**config.mk**
```make
export PLATFORM = sky130hd
export DESIGN_NAME = bus_cycle_ctrl
export DESIGN_NICKNAME = d
export VERILOG_FILES = /design/src/rtl/v68k_bus_pkg.sv /design/src/rtl/bus_timeout_ctr.sv /design/src/rtl/bus_cycle_ctrl.sv
export SDC_FILE = /design/constraint.sdc
export NUM_CORES = 1
export LEC_CHECK = 0
export ABC_AREA = 1
export CAP_MARGIN = 10
export CORE_MARGIN = 10
export CORE_UTILIZATION = 25
export DETAILED_ROUTE_END_ITERATION = 12
export GPL_ROUTABILITY_DRIVEN = 0
export RECOVER_POWER = 50
export SYNTH_ARGS = -nofsm -noshare
export SYNTH_HDL_FRONTEND = slang
export SYNTH_SLANG_ARGS = --single-unit
```
**constraint.sdc**
```tcl
create_clock -name CLK -period 2.7 [get_ports CLK]
set_clock_uncertainty 0.2 [all_clocks]
set_input_delay 0.54 -clock CLK [delete_from_list [all_inputs] [get_ports CLK]]
set_output_delay 0.54 -clock CLK [all_outputs]
set_load 0.02 [all_outputs]
```
**src/rtl/v68k_bus_pkg.sv**
```systemverilog
// Shared encodings for the 68000-style bus cycle sequencer.
// The GRANT state only exists when BUS_ARB_EN is defined.
package v68k_bus_pkg;

  localparam logic [1:0] SZ_BYTE = 2'b00;
  localparam logic [1:0] SZ_WORD = 2'b01;
  localparam logic [1:0] SZ_LONG = 2'b10;
  localparam logic [1:0] SZ_RSVD = 2'b11;

  localparam int unsigned DTACK_TIMEOUT_DEFAULT = 64;

  typedef enum logic [2:0] {
    ST_IDLE    = 3'd0,
    ST_ADDR    = 3'd1,
    ST_WAIT    = 3'd2,
    ST_RECOVER = 3'd3
`ifdef BUS_ARB_EN
    ,
    ST_GRANT   = 3'd4
`endif
  } state_t;

  // The reserved size code behaves exactly like a word access.
  function automatic logic [1:0] norm_size(input logic [1:0] size);
    return (size == SZ_RSVD) ? SZ_WORD : size;
  endfunction

  // Bus half-word for a write: bytes go on both lanes, longs send the high word first.
  function automatic logic [15:0] wr_half(input logic [1:0] size, input logic [31:0] wdata,
                                          input logic second);
    case (size)
      SZ_BYTE: return {wdata[7:0], wdata[7:0]};
      SZ_LONG: return second ? wdata[15:0] : wdata[31:16];
      default: return wdata[15:0];
    endcase
  endfunction

endpackage

```
**src/rtl/bus_timeout_ctr.sv**
```systemverilog
// DTACK watchdog: holds the number of the current WAIT cycle (1 on the first)
// and flags the WAIT cycle whose number equals LIMIT.
module bus_timeout_ctr
  import v68k_bus_pkg::*;
#(
  parameter int unsigned LIMIT = DTACK_TIMEOUT_DEFAULT
) (
  input  logic CLK,
  input  logic RESET,
  input  logic clear,
  input  logic count,
  output logic expired
);

  logic [7:0] cnt;

  always_ff @(posedge CLK) begin
    if (RESET || clear) begin
      cnt <= 8'd1;
    end else if (count) begin
      cnt <= cnt + 8'd1;
    end
  end

  assign expired = count && (cnt == 8'(LIMIT));

endmodule

```
**src/rtl/bus_cycle_ctrl.sv**
```systemverilog
// 68000-style asynchronous bus cycle sequencer (byte/word/long, DTACK/BERR/timeout).
// Define BUS_ARB_EN to enable BR/BG/BGACK bus arbitration and the GRANT state.
//
// Handshake: req is a level that the core holds, with all req_* fields stable,
// until the single-cycle ack; err and rdata are valid in the ack cycle. A new
// request is not sampled during the ack cycle, which gives the 1-cycle IDLE gap.
module bus_cycle_ctrl
  import v68k_bus_pkg::*;
#(
  parameter int unsigned DTACK_TIMEOUT = DTACK_TIMEOUT_DEFAULT
) (
  input  logic        CLK,
  input  logic        RESET,
  input  logic        req,
  input  logic        req_rw,
  input  logic [1:0]  req_size,
  input  logic [23:0] req_addr,
  input  logic [31:0] req_wdata,
  output logic        ack,
  output logic        err,
  output logic [31:0] rdata,
  output logic        busy,
  output logic [22:0] A,
  output logic        AS,
  output logic        UDS,
  output logic        LDS,
  output logic        RW,
  output logic [15:0] D_out,
  output logic        D_oe,
  input  logic [15:0] D_in,
  input  logic        DTACK,
  input  logic        BERR,
  input  logic        HALT,
  output logic        bus_oe,
  input  logic        BR,
  input  logic        BGACK,
  output logic        BG,
  output logic [2:0]  dbg_state
);

  state_t      state;
  logic        r_rw;
  logic [1:0]  r_size;
  logic [23:0] r_addr;
  logic [31:0] r_wdata;
  logic        second_half;
  logic        pend_err;
  logic [31:0] rd_buf;
  logic        tmo;

  logic [1:0]  in_size;
  logic        in_addr_err;
  logic [23:0] next_addr;
  logic        wait_clear;
  logic        wait_count;

  assign in_size     = norm_size(req_size);
  assign in_addr_err = (in_size != SZ_BYTE) && req_addr[0];
  assign next_addr   = r_addr + 24'd2;
  assign wait_clear  = (state == ST_ADDR);
  assign wait_count  = (state == ST_WAIT);
  assign dbg_state   = state;

  bus_timeout_ctr #(.LIMIT(DTACK_TIMEOUT)) u_timeout (
    .CLK     (CLK),
    .RESET   (RESET),
    .clear   (wait_clear),
    .count   (wait_count),
    .expired (tmo)
  );

  always_ff @(posedge CLK) begin
    if (RESET) begin
      state       <= ST_IDLE;
      ack         <= 1'b0;
      err         <= 1'b0;
      rdata       <= 32'd0;
      busy        <= 1'b0;
      A           <= 23'd0;
      AS          <= 1'b0;
      UDS         <= 1'b0;
      LDS         <= 1'b0;
      RW          <= 1'b1;
      D_out       <= 16'd0;
      D_oe        <= 1'b0;
      r_rw        <= 1'b1;
      r_size      <= SZ_WORD;
      r_addr      <= 24'd0;
      r_wdata     <= 32'd0;
      second_half <= 1'b0;
      pend_err    <= 1'b0;
      rd_buf      <= 32'd0;
`ifdef BUS_ARB_EN
      BG          <= 1'b0;
      bus_oe      <= 1'b1;
`endif
    end else begin
      ack <= 1'b0;
      err <= 1'b0;
      case (state)
        ST_IDLE: begin
          busy <= 1'b0;
`ifdef BUS_ARB_EN
          if (BR) begin
            state  <= ST_GRANT;
            BG     <= 1'b1;
            bus_oe <= 1'b0;
            D_oe   <= 1'b0;
          end else
`endif
          if (req && !HALT && !ack) begin
            busy        <= 1'b1;
            r_rw        <= req_rw;
            r_size      <= in_size;
            r_addr      <= req_addr;
            r_wdata     <= req_wdata;
            second_half <= 1'b0;
            pend_err    <= in_addr_err;
            rd_buf      <= 32'd0;
            if (in_addr_err) begin
              state <= ST_RECOVER;
            end else begin
              state <= ST_ADDR;
              A     <= req_addr[23:1];
              RW    <= req_rw;
              D_out <= wr_half(in_size, req_wdata, 1'b0);
              D_oe  <= !req_rw;
            end
          end
        end

        ST_ADDR: begin
          state <= ST_WAIT;
          AS    <= 1'b1;
          UDS   <= (r_size != SZ_BYTE) || !r_addr[0];
          LDS   <= (r_size != SZ_BYTE) || r_addr[0];
        end

        ST_WAIT: begin
          // BERR and the watchdog take precedence over a simultaneous DTACK.
          if (BERR || tmo || DTACK) begin
            state <= ST_RECOVER;
            AS    <= 1'b0;
            UDS   <= 1'b0;
            LDS   <= 1'b0;
            D_oe  <= 1'b0;
            if (BERR || tmo) begin
              pend_err <= 1'b1;
            end else if (r_size == SZ_BYTE) begin
              rd_buf <= {24'd0, r_addr[0] ? D_in[7:0] : D_in[15:8]};
            end else if (r_size == SZ_LONG && !second_half) begin
              rd_buf[31:16] <= D_in;
            end else begin
              rd_buf[15:0] <= D_in;
            end
          end
        end

        ST_RECOVER: begin
          if (r_size == SZ_LONG && !second_half && !pend_err) begin
            state       <= ST_ADDR;
            second_half <= 1'b1;
            r_addr      <= next_addr;
            A           <= next_addr[23:1];
            D_out       <= wr_half(r_size, r_wdata, 1'b1);
            D_oe        <= !r_rw;
          end else begin
            state <= ST_IDLE;
            ack   <= 1'b1;
            err   <= pend_err;
            rdata <= rd_buf;
          end
        end

`ifdef BUS_ARB_EN
        ST_GRANT: begin
          if (!BR && !BGACK) begin
            state  <= ST_IDLE;
            BG     <= 1'b0;
            bus_oe <= 1'b1;
          end
        end
`endif

        default: state <= ST_IDLE;
      endcase
    end
  end

`ifndef BUS_ARB_EN
  assign BG     = 1'b0;
  assign bus_oe = 1'b1;
  wire unused_arb = BR | BGACK;
`endif

endmodule

```
==> results.txt <==
----------------------------------------------------
[Detailed routing]
  Residual DRC count ... 0
  Vias per std cell ... 4.569
  Vias ... 7721
  Violation count after the first detailed-route iteration ... 505
  ANT nets after route ... 0
  Routed len/inst ... 14.66 um
  Total wire length after detailed routing ... 24.78 mm
  Number of optimization iterations in the first detailed-route pass ... 5

[Pwr]
  Logic pwr share ... 0.412
  Portion of total power attributed to sequential cells ... 0.344
  Switching Fraction ... 0.4014
  Share of total power in the clock network ... 0.244
  Cell-internal power ... 6.138 mW
  NetSw ... 4.117 mW
  Standby leakage power ... 4.326 nW
  Power per standard cell area ... 990.3 nW/um2
  Maximum vdd drop ... 0.4454 mV

[Clocking]
  CTS max path bufs ... 2
  Clock tree from TritonCTS ... done
  TritonCTS Buffers ... 17
  Clock Latency Late Sink ... 0.44 ns
  Number of instances resized during post-cts repair ... 0
  Count of H-tree levels built during CTS ... 4
  Setup repair bufs after CTS ... 0
  CTS clk-pin slew, worst paths ... 0.07 ns
  Hold-fix buffer count after cts ... 0
  Clock sink total ... 166
  Clock root buffer ... sky130_fd_sc_hd__clkbuf_16

[Timing]
  Pins Over Slew Limit ... 0
  Max_slew headroom ... 0.2753
  Maximum clock rate ... 411.3 MHz
  Setup TNS Final ... 0 ns
  Unrepaired setup endpoints after global routing ... false
  Final hold vios ... 0
  Worst Tran Pin Value ... 1.086 ns
  Post-route minimum period ... 2.432 ns
  Setup violations, final ... 0
  Final period utilization ... 0.9006

[Cells and area]
  Count of inserted antenna diode cells ... 0
  Fraction of final layout cells with drive strength greater than 1 ... 0.06260
  Final design area excluding fillers ... 10350 um2
  Layout area overhead ... 32.56%
  NumNets Final ... 1372

[Synth]
  Post-Synthesis Cell Area ... 7811 um2
  Area leader, netlist ... sky130_fd_sc_hd__dfxtp_1
  Post-synthesis instance total ... 1150
  Post-synthesis async set-or-reset flop share ... 0
  Flops & latches, synth ... 166
  Average instance area after synthesis ... 6.792 um2
  Area contributors post-synth ... sky130_fd_sc_hd__dfxtp_1, sky130_fd_sc_hd__nor2_1, sky130_fd_sc_hd__nand2_1
  Most repeated cell in the gate-level netlist after synthesis ... sky130_fd_sc_hd__nor2_1
  Number of library cell types mapped by synthesis ... 35
  Synthesis warning total ... 0
  Number of enable flip-flop cells after synthesis ... 0
  Ys flop type ... sky130_fd_sc_hd__dfxtp_1
  Fraction of the yosys area taken by sequential cells ... 0.4254
  Top post-synthesis cells by count ... sky130_fd_sc_hd__nor2_1, sky130_fd_sc_hd__nand2_1, sky130_fd_sc_hd__dfxtp_1, sky130_fd_sc_hd__o21ai_0, sky130_fd_sc_hd__a21oi_1
  Fraction of post-synthesis cell area in the top cell type by area ... 0.4254

[Setup path]
  Largest fanout of any net on the critical path ... 24
  Ordered list of cells on the worst path ... inv_1 -> ha_1 -> nand2_1 -> nor2_1 -> nand2_1 -> nand4_1 -> nand2_1 -> nor2_4 -> buf_4 -> nand3_1 -> nand2_1 -> nor2_1
  CP startpoint kind ... flop
  Crit path max-delay cell type ... sky130_fd_sc_hd__dfxtp_1
  Most frequent cell on the critical path ... sky130_fd_sc_hd__nand2_1
  Critical path required time ... 2.83 ns
  Worst path top cell family by delay ... simple AND/OR/NAND/NOR gates
  Endpoint type of the worst setup path ... flop
  Critical path buffer and inverter count ... 2
  Setup Crit Path Kind ... reg2reg
  Longest individual stage delay on the worst path ... 0.35 ns
  Arrival time worst endpoint ... 2.56 ns

[Floorplanning]
  Number of standard-cell rows in the floorplan ... 64
  Vertical die dimension ... 196.8 um
  Number of ports placed on the die boundary ... 167
  Initial cell density of the core ... 0.2540
  Placeable core region ... 30750 um2
  Die width ... 196.8 um
  Floorplan die area ... 38710 um2

[Hold path]
  Hold Path Class ... reg2reg

[Global routing]
  Pin count of the biggest net entering global routing ... 87
  First-pass GRT wire length ... 39.35 mm
  GRT Residual Overflow ... 0
  Total routing resource utilization after global routing ... 0.1256
  Via count of the first global-routing pass ... 7308
  Initial antenna violation count ... 0

[Outcome]
  Run status ... complete, no violations

[Placement]
  Placed wire-length estimate ... 17.93 mm
  Count of port buffers added during placement ... 161
  Area of placed instances ... 9802 um2

[Flow run]
  Max Cap Viol ... 0

----------------------------------------------------
==> metal layers <==
layer  track usage  routed length [um]  up-vias
met4       0.03532                 230        0
met2        0.2009               11390      180
met1        0.1630               11790     3526
li1              -                   -     4003
met5             0                   0        -
met3       0.03322                1370       12
==> state kept, by name, indices dropped and copies added (netlist names) <==
signal,flops
ack,1
r_addr,24
r_wdata,16
RW,1
LDS,1
UDS,1
second_half,1
err,1
rdata,32
rd_buf,32
dbg_state,2
busy,1
AS,1
r_size,2
r_rw,1
D_out,16
A,23
pend_err,1
u_timeout.cnt,8
D_oe,1
==> final timing paths <==
check | start | endpoint | slack (ns) | depth (start not counted)
hold reg to reg | r_rw | r_rw | 0.26 | 2
hold / removal | r_rw | r_rw | 0.26 | 2
setup / recovery | dbg_state[0] | rd_buf[31] | 0.27 | 12
setup reg to reg | dbg_state[0] | rd_buf[31] | 0.27 | 12
==> power groups by stage <==
stage | Clock [mW] | Combinational [mW] | Sequential [mW]
floorplan | 0 | 2.57 | 3.88
global placement | 0 | 4.38 | 3.57
detailed placement | 0 | 4.41 | 3.58
CTS | 2.58 | 4.42 | 3.54
global route | 2.68 | 4.79 | 3.62
finish | 2.50 | 4.22 | 3.53
==> worst reg2reg max path: stages (launching register included) <==
cell and delay (ns):
sky130_fd_sc_hd__dfxtp_1 0.35, sky130_fd_sc_hd__inv_1 0.13, sky130_fd_sc_hd__ha_1 0.34, sky130_fd_sc_hd__nand2_1 0.09, sky130_fd_sc_hd__nor2_1 0.10, sky130_fd_sc_hd__nand2_1 0.09
sky130_fd_sc_hd__nand4_1 0.17, sky130_fd_sc_hd__nand2_1 0.18, sky130_fd_sc_hd__nor2_4 0.16, sky130_fd_sc_hd__buf_4 0.28, sky130_fd_sc_hd__nand3_1 0.11, sky130_fd_sc_hd__nand2_1 0.09
sky130_fd_sc_hd__nor2_1 0.04
==> kinds of logic after synthesis <==
logic type | synth area share
adder cells (fa/ha/maj) | 0.01281
AND/OR/NAND/NOR | 0.2878
XOR/XNOR | 0.005607
multiplexers | 0.001281
other | 0.0009614
flip-flops | 0.4254
AO/OA/AOI/OAI | 0.1800
buffers and inverters | 0.08601
==> metrics by stage <==
step / worst slack (ns) / utilization / std cells / hold WS, ns / total power, mW
floorplan: 0.6507 / - / 1151 / 0.2265 / 6.446
global placement: 0.2254 / 0.3188 / 1658 / 0.2410 / 7.953
detailed placement: 0.2053 / 0.3188 / 1658 / 0.2454 / 7.991
CTS: 0.3006 / 0.3381 / 1690 / 0.2640 / 10.55
global route: 0.008561 / 0.3368 / 1690 / 0.2944 / 11.09
finish: 0.2684 / 0.3368 / 1690 / 0.2636 / 10.25
==> cell type report <==
type	instances	area, um2
fill	3356	20390
multi-input combinational	828	3792
sequential	166	3323
timing repair buffer	181	1822
tap	396	495.5
clock buffer	17	425.4
inverter	87	326.6
clock inverter	15	170.2
==> placed cells by master (no fill, tap or decap), drive strengths merged, types with 18 or more instances in the layout <==
master,instances
nor2,223
nand2,218
dfxtp,166
o21ai,151
clkdlybuf4s50,115
a21oi,96
inv,92
nand3,73
dlygate4sd3,46
clkbuf,19
buf,18
No activity file was read; power rests on OpenSTA's default activity.
